### src/rtl/tone_scheduler.sv
// Debounced, fixed-priority eight-key tone generator (C4..C5 square wave).
// Optional macro TONE_SUSTAIN_EN adds a timed sustain tail after key release.
module tone_scheduler #(
  parameter int DEB_CYCLES     = 4,
  parameter int GAP_CYCLES     = 2,
  parameter int SCALE_SHIFT    = 0,
  parameter int SUSTAIN_CYCLES = 16
) (
  input  logic       iClk,
  input  logic       iReset,
  input  logic [7:0] iKeys,
  output logic       oTone,
  output logic       oActive,
  output logic [2:0] oKeyIdx,
  output logic       oLoad
);

  localparam int DEB_W = (DEB_CYCLES > 1) ? $clog2(DEB_CYCLES) : 1;
  localparam int GAP_W = (GAP_CYCLES > 1) ? $clog2(GAP_CYCLES) : 1;
  localparam logic [DEB_W-1:0] DEB_LAST = DEB_W'(DEB_CYCLES - 1);
  localparam logic [GAP_W-1:0] GAP_LAST = GAP_W'(GAP_CYCLES - 1);

  if (DEB_CYCLES < 1 || GAP_CYCLES < 1 || SUSTAIN_CYCLES < 1) begin : g_bad_param
    $error("tone_scheduler: cycle-count parameters must be at least 1");
  end

  typedef enum logic [2:0] {
    S_IDLE,
    S_ARM,
    S_PLAY,
    S_GAP
`ifdef TONE_SUSTAIN_EN
    , S_SUSTAIN
`endif
  } state_t;

  state_t           state_q, state_d;
  logic [2:0]       cand_q, cand_d;
  logic [2:0]       key_idx_q, key_idx_d;
  logic [DEB_W-1:0] deb_q, deb_d;
  logic [GAP_W-1:0] gap_q, gap_d;
  logic [16:0]      div_q, div_d;
  logic             tone_q, tone_d;
  logic             load_q, load_d;

`ifdef TONE_SUSTAIN_EN
  localparam int SUS_W = (SUSTAIN_CYCLES > 1) ? $clog2(SUSTAIN_CYCLES) : 1;
  localparam logic [SUS_W-1:0] SUS_LAST = SUS_W'(SUSTAIN_CYCLES - 1);
  logic [SUS_W-1:0] sus_q, sus_d;
`endif

  function automatic logic [16:0] half_of(input logic [2:0] idx);
    logic [16:0] raw;
    case (idx)
      3'd0:    raw = 17'd95556;
      3'd1:    raw = 17'd85131;
      3'd2:    raw = 17'd75843;
      3'd3:    raw = 17'd71586;
      3'd4:    raw = 17'd63776;
      3'd5:    raw = 17'd56818;
      3'd6:    raw = 17'd50619;
      default: raw = 17'd47778;
    endcase
    raw = raw >> SCALE_SHIFT;
    if (raw == 17'd0) raw = 17'd1;
    return raw;
  endfunction

  logic [2:0]  winner;
  logic        any_key;
  logic        preempt;
  logic [7:0]  lower_mask;
  logic [16:0] half_m1;
  logic        div_wrap;

  always_comb begin
    winner = 3'd0;
    for (int i = 7; i >= 0; i--) begin
      if (iKeys[i]) winner = 3'(i);
    end
    any_key    = |iKeys;
    lower_mask = 8'((9'd1 << key_idx_q) - 9'd1);
    preempt    = |(iKeys & lower_mask);
    half_m1    = half_of(key_idx_q) - 17'd1;
    div_wrap   = (div_q == half_m1);
  end

  always_comb begin
    state_d   = state_q;
    cand_d    = cand_q;
    key_idx_d = key_idx_q;
    deb_d     = deb_q;
    gap_d     = gap_q;
    div_d     = div_q;
    tone_d    = tone_q;
    load_d    = 1'b0;
`ifdef TONE_SUSTAIN_EN
    sus_d     = sus_q;
`endif
    case (state_q)
      S_IDLE: begin
        tone_d = 1'b0;
        if (any_key) begin
          state_d = S_ARM;
          cand_d  = winner;
          deb_d   = '0;
        end
      end
      S_ARM: begin
        if (!iKeys[cand_q]) begin
          state_d = S_IDLE;
        end else if (deb_q == DEB_LAST) begin
          state_d   = S_PLAY;
          key_idx_d = cand_q;
          div_d     = '0;
          tone_d    = 1'b0;
          load_d    = 1'b1;
        end else begin
          deb_d = deb_q + 1'b1;
        end
      end
      S_PLAY: begin
        if (preempt) begin
          key_idx_d = winner;
          div_d     = '0;
          tone_d    = 1'b0;
          load_d    = 1'b1;
        end else begin
          // Divider also advances on the release cycle so a sustain tail stays in phase.
          div_d  = div_wrap ? 17'd0 : div_q + 17'd1;
          tone_d = div_wrap ? ~tone_q : tone_q;
          if (!iKeys[key_idx_q]) begin
`ifdef TONE_SUSTAIN_EN
            state_d = S_SUSTAIN;
            sus_d   = '0;
`else
            state_d = S_GAP;
            gap_d   = '0;
            tone_d  = 1'b0;
`endif
          end
        end
      end
`ifdef TONE_SUSTAIN_EN
      S_SUSTAIN: begin
        if (any_key) begin
          state_d = S_ARM;
          cand_d  = winner;
          deb_d   = '0;
          tone_d  = 1'b0;
        end else if (sus_q == SUS_LAST) begin
          state_d = S_GAP;
          gap_d   = '0;
          tone_d  = 1'b0;
        end else begin
          sus_d  = sus_q + 1'b1;
          div_d  = div_wrap ? 17'd0 : div_q + 17'd1;
          tone_d = div_wrap ? ~tone_q : tone_q;
        end
      end
`endif
      S_GAP: begin
        tone_d = 1'b0;
        if (gap_q == GAP_LAST) state_d = S_IDLE;
        else                   gap_d   = gap_q + 1'b1;
      end
      default: begin
        state_d = S_IDLE;
        tone_d  = 1'b0;
      end
    endcase
  end

  always_ff @(posedge iClk) begin
    if (iReset) begin
      state_q   <= S_IDLE;
      cand_q    <= '0;
      key_idx_q <= '0;
      deb_q     <= '0;
      gap_q     <= '0;
      div_q     <= '0;
      tone_q    <= 1'b0;
      load_q    <= 1'b0;
`ifdef TONE_SUSTAIN_EN
      sus_q     <= '0;
`endif
    end else begin
      state_q   <= state_d;
      cand_q    <= cand_d;
      key_idx_q <= key_idx_d;
      deb_q     <= deb_d;
      gap_q     <= gap_d;
      div_q     <= div_d;
      tone_q    <= tone_d;
      load_q    <= load_d;
`ifdef TONE_SUSTAIN_EN
      sus_q     <= sus_d;
`endif
    end
  end

  assign oTone   = tone_q;
  assign oKeyIdx = key_idx_q;
  assign oLoad   = load_q;
`ifdef TONE_SUSTAIN_EN
  assign oActive = (state_q == S_PLAY) || (state_q == S_SUSTAIN);
`else
  assign oActive = (state_q == S_PLAY);
`endif

endmodule

### config.mk
export PLATFORM = sky130hd
export DESIGN_NAME = tone_scheduler
export DESIGN_NICKNAME = d
export VERILOG_FILES = /design/src/rtl/tone_scheduler.sv
export SDC_FILE = /design/constraint.sdc
export NUM_CORES = 1
export LEC_CHECK = 0
export BUFFER_PORTS_ARGS = -buffer_cell sky130_fd_sc_hd__clkbuf_2
export CAP_MARGIN = 10
export CORE_MARGIN = 10
export CORE_UTILIZATION = 40
export CTS_BUF_LIST = sky130_fd_sc_hd__clkbuf_2 sky130_fd_sc_hd__clkbuf_4 sky130_fd_sc_hd__clkbuf_8
export CTS_CLUSTER_SIZE = 14
export DETAILED_ROUTE_END_ITERATION = 12
export GPL_TIMING_DRIVEN = 0
export HOLD_SLACK_MARGIN = 0.08
export PLACE_DENSITY_LB_ADDON = 0.12
export SLEW_MARGIN = 20
export SYNTH_ARGS = -nofsm -noshare
export SYNTH_HDL_FRONTEND = slang
export SYNTH_SLANG_ARGS = --single-unit
### constraint.sdc
create_clock -name iClk -period 3.7 [get_ports iClk]
set_clock_uncertainty 0.05 [all_clocks]
set_input_delay 0 -clock iClk [delete_from_list [all_inputs] [get_ports iClk]]
set_output_delay 0 -clock iClk [all_outputs]
set_load 0.02 [all_outputs]
---- Word level (Yosys, flattened, before mapping) ----
Index checks and enable logic that the tools add are counted.
storage, ports and cells
  register bits ........................... 31
  bits of input ports ..................... 10
  output and inout bits ................... 6
  logic and storage cells ................. 102
cells by class
  add/subtract/negate cells ............... 5
  $lt $le $gt $ge ......................... 2
  equality and inequality tests ........... 21
  shift operators ......................... 1
  multiplexer cells ....................... 48
  bitwise operators ....................... 2
  reductions and logical operators ........ 15
operator list
  kind                                                         number
  one-hot mux 17 bit (7 select lines)                          1
  two-way mux 17 bit                                           5
  two-way mux 3 bit                                            17
  one-hot mux 17 bit (2 select lines)                          1
  adder 17 x 1 -> 17 bit (second input constant)               1
  equality test 17 bit                                         1
  zero test 17 bit                                             1
  subtractor 17 x 1 -> 17 bit (second input constant)          1
  OR reduction 8 bit                                           2
  != test 2 bit (second input constant)                        7
  two-way mux 1 bit                                            13
  equality test 3 x 2 -> 1 bit (second input constant)         4
  one-hot mux 3 bit (4 select lines)                           1
  equality test 3 bit (second input constant)                  3
  AND reduction 3 bit                                          3
  AND 8 bit                                                    1
  less-than comparator 3 x 4 -> 1 bit (second input constant)  2
  AND reduction 4 bit                                          2
  left shift 1 x 3 -> 8 bit (first input constant)             1
  subtractor 8 x 1 -> 8 bit (second input constant)            1
  binary-select mux 1 bit (select 3 bit)                       2
  equality test 3 x 1 -> 1 bit (second input constant)         2
  zero test 3 bit                                              2
  two-way mux 2 bit                                            3
  13 further kinds                                             17

---- Logic depth before layout (Yosys ltp) ----
Gate-level depths: netlist of the first run.
  depth in word-level cells ............... 10
  gate-level depth with buffers ........... 14
  depth with buffers taken out ............ 11

---- Worst setup path after synthesis of the first run ----
No wires, ideal clock.
  kind .................................... register -> register
  start ................................... reg key_idx_q[0] (netlist: oKeyIdx[0])
  end ..................................... reg div_q[11]
  library setup time ...................... 0.128 ns
  arrival ................................. 2.672 ns
  data required time ...................... 3.522 ns
  setup slack ............................. 0.850 ns
  stages on the path, launching flop included .. 15
  path buffers ............................ 4
  period minus slack after synthesis ...... 2.850 ns
  cells stage by stage .................... dfxtp_1 > buf_6 > buf_2 > inv_1 > nand2_1 > ha_1 > buf_2 > nor2_1 > or4_1 > a221oi_2 > nand4_1 > o21a_2 > buf_4 > a31oi_1 > mux2i_1
between the ends
  cells in the longest elaborated chain, start to end .. 9
  elaborated cells between the ends (all ways) .. 19
  those cells by class .................... 2 x add/sub; 7 x eq/ne; 1 x shift; 5 x mux; 1 x bitwise; 3 x reduce/logical
RTL lines
  item                                               RTL line  source
  start, declared                                    39        logic [2:0] key_idx_q, key_idx_d;
  start signal, assigned                             190       key_idx_q <= key_idx_d;
  equality test 3 bit, or another cell as far along  54        case (idx)
  one-hot mux 17 bit (7 select lines)                54
  zero test 17 bit                                   65        if (raw == 17'd0) raw = 17'd1;
  two-way mux 17 bit                                 65
  subtractor 17 x 1 -> 17 bit                        84        half_m1 = half_of(key_idx_q) - 17'd1;
  equality test 17 bit                               85        div_wrap = (div_q == half_m1);
  two-way mux 17 bit                                 130       div_d = div_wrap ? 17'd0 : div_q + 17'd1;
  two-way mux 17 bit (*)                             123       if (preempt) begin
  one-hot mux 17 bit (2 select lines) (*)            100       case (state_q)
  end signal, assigned                               193       div_q <= div_d;
  end, declared                                      42        logic [16:0] div_q, div_d;
Mark *: on every way between the ends. The rest lies on a longest branch, timed or not.
A chain may end at the register's enable or synchronous reset.

---- Worst setup path after layout of the first run ----
Ends and elaborated chain as after synthesis.

==> results_dict.tcl, run 1 <==
set metrics [dict create \
    status "completed" \
    yosysWarnings 0 \
    dp.cells 394 \
    yosys-top-cells-count "nor2_1, dfxtp_1, nand2_1, a21oi_1, inv_1" \
    synth_flop_cell "dfxtp_1" \
    grt_pass1_vias 2187 \
    worst_pin_slew_ns 0.546 \
    numPortBuffers 14 \
    syn_avg_cell_area_um2 8.00 \
    die_area_mm2 0.00962 \
    hold_viol_final 0 \
    cp.depth 14 \
    die_h_um 98.1 \
    drt-total-wl_um 6270 \
    holdPathStages 4 \
    cts-root-buf "clkbuf_8" \
    ir_worst_vdd_v 0.000341 \
    grt_pass1_wl_um 10600 \
    synth_cell_types 67 \
    cts_hold_buffers 0 \
    cts_buffer_depth 2 \
    drc 0 \
    synth_seq_area_share_pct 24.6 \
    synth_top_area_share_pct 24.6 \
    path_common_cell "buf_2" \
    synth.ff_latch_count 30 \
    regArea_um2 601 \
    io_pins 16 \
    async_flop_share_pct 0 \
    htreeDepth 2 \
    dpl-instance-area_mm2 0.00260 \
    clk_pin_slew_ns 0.07 \
    critPathCapture "div_q[11]" \
    r2r-end "div_q[11]" \
    finalNonFillerCells 400 \
    slowest_delay_ns 0.42 \
    gp_congestion 0.832 \
    avgViaCountPerCell 5.66 \
    antenna_left 0 \
    fin_area_mm2 0.00269 \
    crit_required_ns 3.80 \
    syn2layout_area_growth_pct 10.1 \
    cts_sinks 30 \
    multi_input_area_mm2 0.00168 \
    routedWlPerCell_um 15.7 \
    hold_class "in2reg" \
    core_area_mm2 0.00592 \
    num_rows 28 \
    synthesis.area_mm2 0.00244 \
    cp-start-kind "flop" \
    diodes 0 \
    crit_chain "buf_6 > buf_2 > inv_1 > nand2_1 > ha_1 > buf_2 > nor2_1 > or4_1 > a221oi_2 > nand4_1 > o21a_2 > buf_4 > a31oi_1 > mux2i_1" \
    reg2reg_slack_ns 0.55 \
    cpMaxStageDelayCell "or4_1" \
    grt_max_degree 11 \
    clk_latency_ns 0.29 \
    synth_edf_count 0 \
    cp.arrival_ns 3.25 \
    cts_tree "built" \
    grt_util_all_layers_pct 13.0 \
    r2r-start "oKeyIdx[0]" \
    crit_family "buffers and inverters" \
    grt-ovfl-total 0 \
    critPathMaxFanout 10 \
    synth_cells 305 \
    hpwl_um 4690 \
    critPathKind "reg2reg" \
    cp.buffers_inverters 5 \
    setup_violations 0 \
    grt_setup_unrepaired "no" \
    netlist.top_cell.by_area "dfxtp_1" \
    n_fill_cell 614 \
    cts-resized-gates 0 \
    first_pass_iters 4 \
    cp-end-kind "flop" \
    vias 2262 \
    cts_buffers 5 \
    antenna_found_initial 0 \
    drive_gt1_share_pct 16.0 \
    max_cap_violations 0 \
    leakage_nw 0.995 \
    post_cts_buffers 0 \
    yosysMostFrequentCell "nor2_1" \
    final_nets 344 \
    syn_nets 323 \
    setup_tns_ns 0 \
    relSlewSlack_pct 63.3 \
    fin_total_pwr_mw 1.95 \
    ys_top_cells_by_area "dfxtp_1, nor2_1, nand2_1, ha_1, a21oi_1" \
    initial_core_util_pct 41.2 \
    fin_crit_ns 3.15 \
    fp.dieW_um 98.1 \
    startpoint "oKeyIdx[0]" \
    ff2ff_path_depth 14 \
    powerDensity_mw_per_mm2 726 \
    fmax_ghz 0.317 \
    drv_slew 0 \
    dr.first_iter.drc_count 90 \
    fin_crit_sh_pct 85.1 \
]
==> sequential cells by signal (all words and copies together) (netlist names) <==
| name | cells |
|---|---|
| cand_q | 3 |
| deb_q | 2 |
| div_q | 17 |
| gap_q | 1 |
| oKeyIdx | 3 |
| oLoad | 1 |
| oTone | 1 |
| state_q | 2 |
==> worst register-to-register path: cells and delay by family, from the launching register on <==
family	cells	cell delay [ns]
multiplexers	1	0.09
buffers and inverters	5	0.96
AND/OR/NAND/NOR	4	0.72
adder cells (fa/ha/maj)	1	0.13
AO/OA/AOI/OAI	3	0.74
flip-flops	1	0.35
==> power by group <==
part | leakage (nW) | switching (mW) | internal [mW]
sequential | 0.243 | 0.0489 | 0.363
clock | 0.0431 | 0.119 | 0.143
combinational | 0.709 | 0.764 | 0.511
==> worst min-delay path by stage <==
stage                     end  startpoint
finish              cand_q[1]    iKeys[1]
global route        cand_q[0]    iKeys[0]
CTS                 cand_q[1]    iKeys[1]
detailed placement      oLoad       oLoad
global placement        oLoad       oLoad
floorplan           cand_q[0]    iKeys[0]
==> routing by layer <==
layer	track usage, %	up-vias	part of all wire (%)
li1	-	1165	-
met1	15.8	1044	48
met2	22.3	35	48
met3	2.54	18	2.5
met4	4.47	0	1.8
met5	0	-	0
==> placed cells by master, fill, tap and decap left out, types with 3 or more instances in the layout <==
master / synthesis / final
nand3_1: 10 / 10
xnor2_1: 5 / 5
clkbuf_2: 0 / 14
nand2b_1: 4 / 4
nor2_1: 36 / 36
a211oi_1: 3 / 3
o21ai_0: 10 / 10
ha_1: 8 / 8
nor2b_1: 3 / 3
dfxtp_1: 30 / 30
or4_1: 4 / 4
mux2i_1: 8 / 8
o211ai_1: 3 / 3
nor3b_1: 3 / 3
clkbuf_8: 0 / 6
nor3_1: 9 / 9
and3_1: 6 / 6
xor2_1: 9 / 9
inv_1: 15 / 15
a31oi_1: 10 / 10
o21ai_1: 4 / 4
a22oi_1: 3 / 3
clkbuf_1: 8 / 8
buf_2: 6 / 6
a21oi_1: 16 / 16
nand4_1: 8 / 8
nand2_1: 28 / 28
buf_6: 3 / 3
a311oi_1: 3 / 3
==> stage by stage <==
step                hold WS [ns]  setup slack, ns  utilization, %
floorplan                  0.184            0.850               -
global placement           0.371            0.612            44.0
detailed placement         0.371            0.557            44.0
CTS                       0.0856            0.543            45.4
global route               0.133            0.279            45.4
finish                    0.0892            0.550            45.4
==> layout make-up <==
type	count	share of cell area (%)
plain buffers	19	3.91
well taps	75	3.49
inverters	15	2.10
repair buffers	14	2.61
flip-flops and latches	30	22.4
multi-input cells	241	62.5
clock buffers	6	3.07
==> cell families after synthesis <==
| logic type | after synthesis | synth area share [%] |
|---|---|---|
| adders and majority gates | 8 | 4.10 |
| muxes | 13 | 7.90 |
| and+or+nand+nor | 129 | 28.3 |
| DFF | 30 | 24.6 |
| buffers and inverters | 34 | 6.62 |
| AOI/OAI and AO/OA | 77 | 23.4 |
| xor gates and xnor gates | 14 | 5.03 |
Power figures use the tool's default switching activity.
==> run 2, diff against run 1 <==
- MAX_ROUTING_LAYER: default -> met4
- SETUP_SLACK_MARGIN: default -> 0.4
==> results_dict.tcl, run 2 (synthesized netlist as in run 1, its figures left out) <==
set metrics [dict create \
    cp-end-kind "flop" \
    dpl-instance-area_mm2 0.00260 \
    powerDensity_mw_per_mm2 730 \
    first_pass_iters 4 \
    numPortBuffers 14 \
    num_rows 28 \
    slowest_delay_ns 0.42 \
    drc 0 \
    fin_crit_ns 3.05 \
    preCtsSetupSlack_ns 0.557 \
    hold_viol_final 0 \
    layout_commonest_cell "nor2_1" \
    final_util_pct 46.0 \
    cpMaxStageDelayCell "or4_1" \
    fmax_ghz 0.328 \
    fin_total_pwr_mw 1.99 \
    cts_sinks 30 \
    critPathMaxFanout 10 \
    cp.buffers_inverters 5 \
    vias 2274 \
    clk_latency_ns 0.29 \
    setup_violations 0 \
    relSlewSlack_pct 63.3 \
    drt-total-wl_um 6300 \
    critPathKind "reg2reg" \
    final_nets 348 \
    io_pins 16 \
    final_cell_mix "nor2_1, dfxtp_1, nand2_1, a21oi_1" \
    worst_pin_slew_ns 0.546 \
    status "completed" \
    drive_gt1_share_pct 17.3 \
    routedWlPerCell_um 15.6 \
    grt_util_all_layers_pct 13.4 \
    regArea_um2 601 \
    cp-start-kind "flop" \
    grt-ovfl-total 0 \
    cp.arrival_ns 3.15 \
    dr.first_iter.drc_count 92 \
    setup_tns_ns 0 \
    syn2layout_area_growth_pct 11.6 \
    avgViaCountPerCell 5.63 \
    leakage_nw 1.01 \
    cts_hold_buffers 0 \
    grt_pass1_wl_um 10600 \
    hpwl_um 4690 \
    grt_max_degree 11 \
    cts-root-buf "clkbuf_8" \
    crit_family "buffers and inverters" \
    diodes 0 \
    die_h_um 98.1 \
    antenna_left 0 \
    fin_area_mm2 0.00272 \
    ff2ff_path_depth 14 \
    max_cap_violations 0 \
    largest_register_ffs 17 \
    grt_setup_unrepaired "no" \
    n_fill_cell 609 \
    cts_buffers 5 \
    cp.depth 14 \
    grt_pass1_vias 2181 \
    htreeDepth 2 \
    ir_worst_vdd_v 0.000352 \
    die_area_mm2 0.00962 \
    holdPathStages 4 \
    initial_core_util_pct 41.2 \
    crit_required_ns 3.80 \
    clk_pin_slew_ns 0.07 \
    multi_input_area_mm2 0.00168 \
    antenna_found_initial 0 \
    fin_crit_sh_pct 82.5 \
    gp_congestion 0.844 \
    cts_tree "built" \
    core_area_mm2 0.00592 \
    crit_chain "buf_6 > clkbuf_4 > clkinvlp_4 > nand2_1 > ha_1 > buf_2 > nor2_1 > or4_1 > a221oi_2 > nand4_1 > o21a_2 > buf_4 > a31oi_1 > mux2i_1" \
    max_flop_register "div_q" \
    hold_class "in2reg" \
    setup_slack_ns 0.648 \
    cts_buffer_depth 2 \
    fp.dieW_um 98.1 \
    drv_slew 0 \
]
run 2: changes by cell type in the layout (fill, tap and decap cells not counted), sizes merged:
cell,delta
clkinvlp,+1
buf,+3
clkbuf,+1
inv,-1
run 2: layout make-up:
type	instances	share of cell area [%]
inverter	15	2.21
tap	75	3.45
timing repair buffer	18	3.68
sequential	30	22.1
clock buffer	6	3.03
multi-input combinational	241	61.6
buffer	19	3.95
run 2: worst paths after layout:
path	from	endpoint	slack, ns
worst min register to register	deb_q[1]	deb_q[1]	0.41
worst max-delay path	oKeyIdx[0]	div_q[11]	0.65
worst max register to register	oKeyIdx[0]	div_q[11]	0.65
worst min-delay path	iKeys[1]	cand_q[1]	0.09
run 2: through the flow:
step / instances / hold WS, ns
after floorplan: 305 / 0.184
after global placement: 394 / 0.371
after detailed placement: 394 / 0.371
after CTS: 400 / 0.0856
after global routing: 404 / 0.133
final: 404 / 0.0889
run 2: power by group:
part	switching (mW)	internal [mW]	total, mW	leakage, nW
clock network	0.121	0.143	0.264	0.0431
logic	0.770	0.540	1.31	0.725
registers	0.0499	0.363	0.413	0.243
run 2: timing repair:
action | in CTS | in global routing
setup buffers | 0 | 4
endpoints found under the setup margin | 0 | 6
endpoints found under the hold margin | 0 | 0
resized for setup | 0 | 2
run 2: layer usage:
metal / track usage, % / wire length (um)
met1: 15.9 / 3020
met2: 22.2 / 3000
met3: 2.54 / 188
met4: 4.47 / 91
met5: - / 0
run 2: worst min-delay path: stages:
cell and delay, ns:
clkbuf_2 0.13, nor3_1 0.08, mux2i_1 0.12, nor2_1 0.05
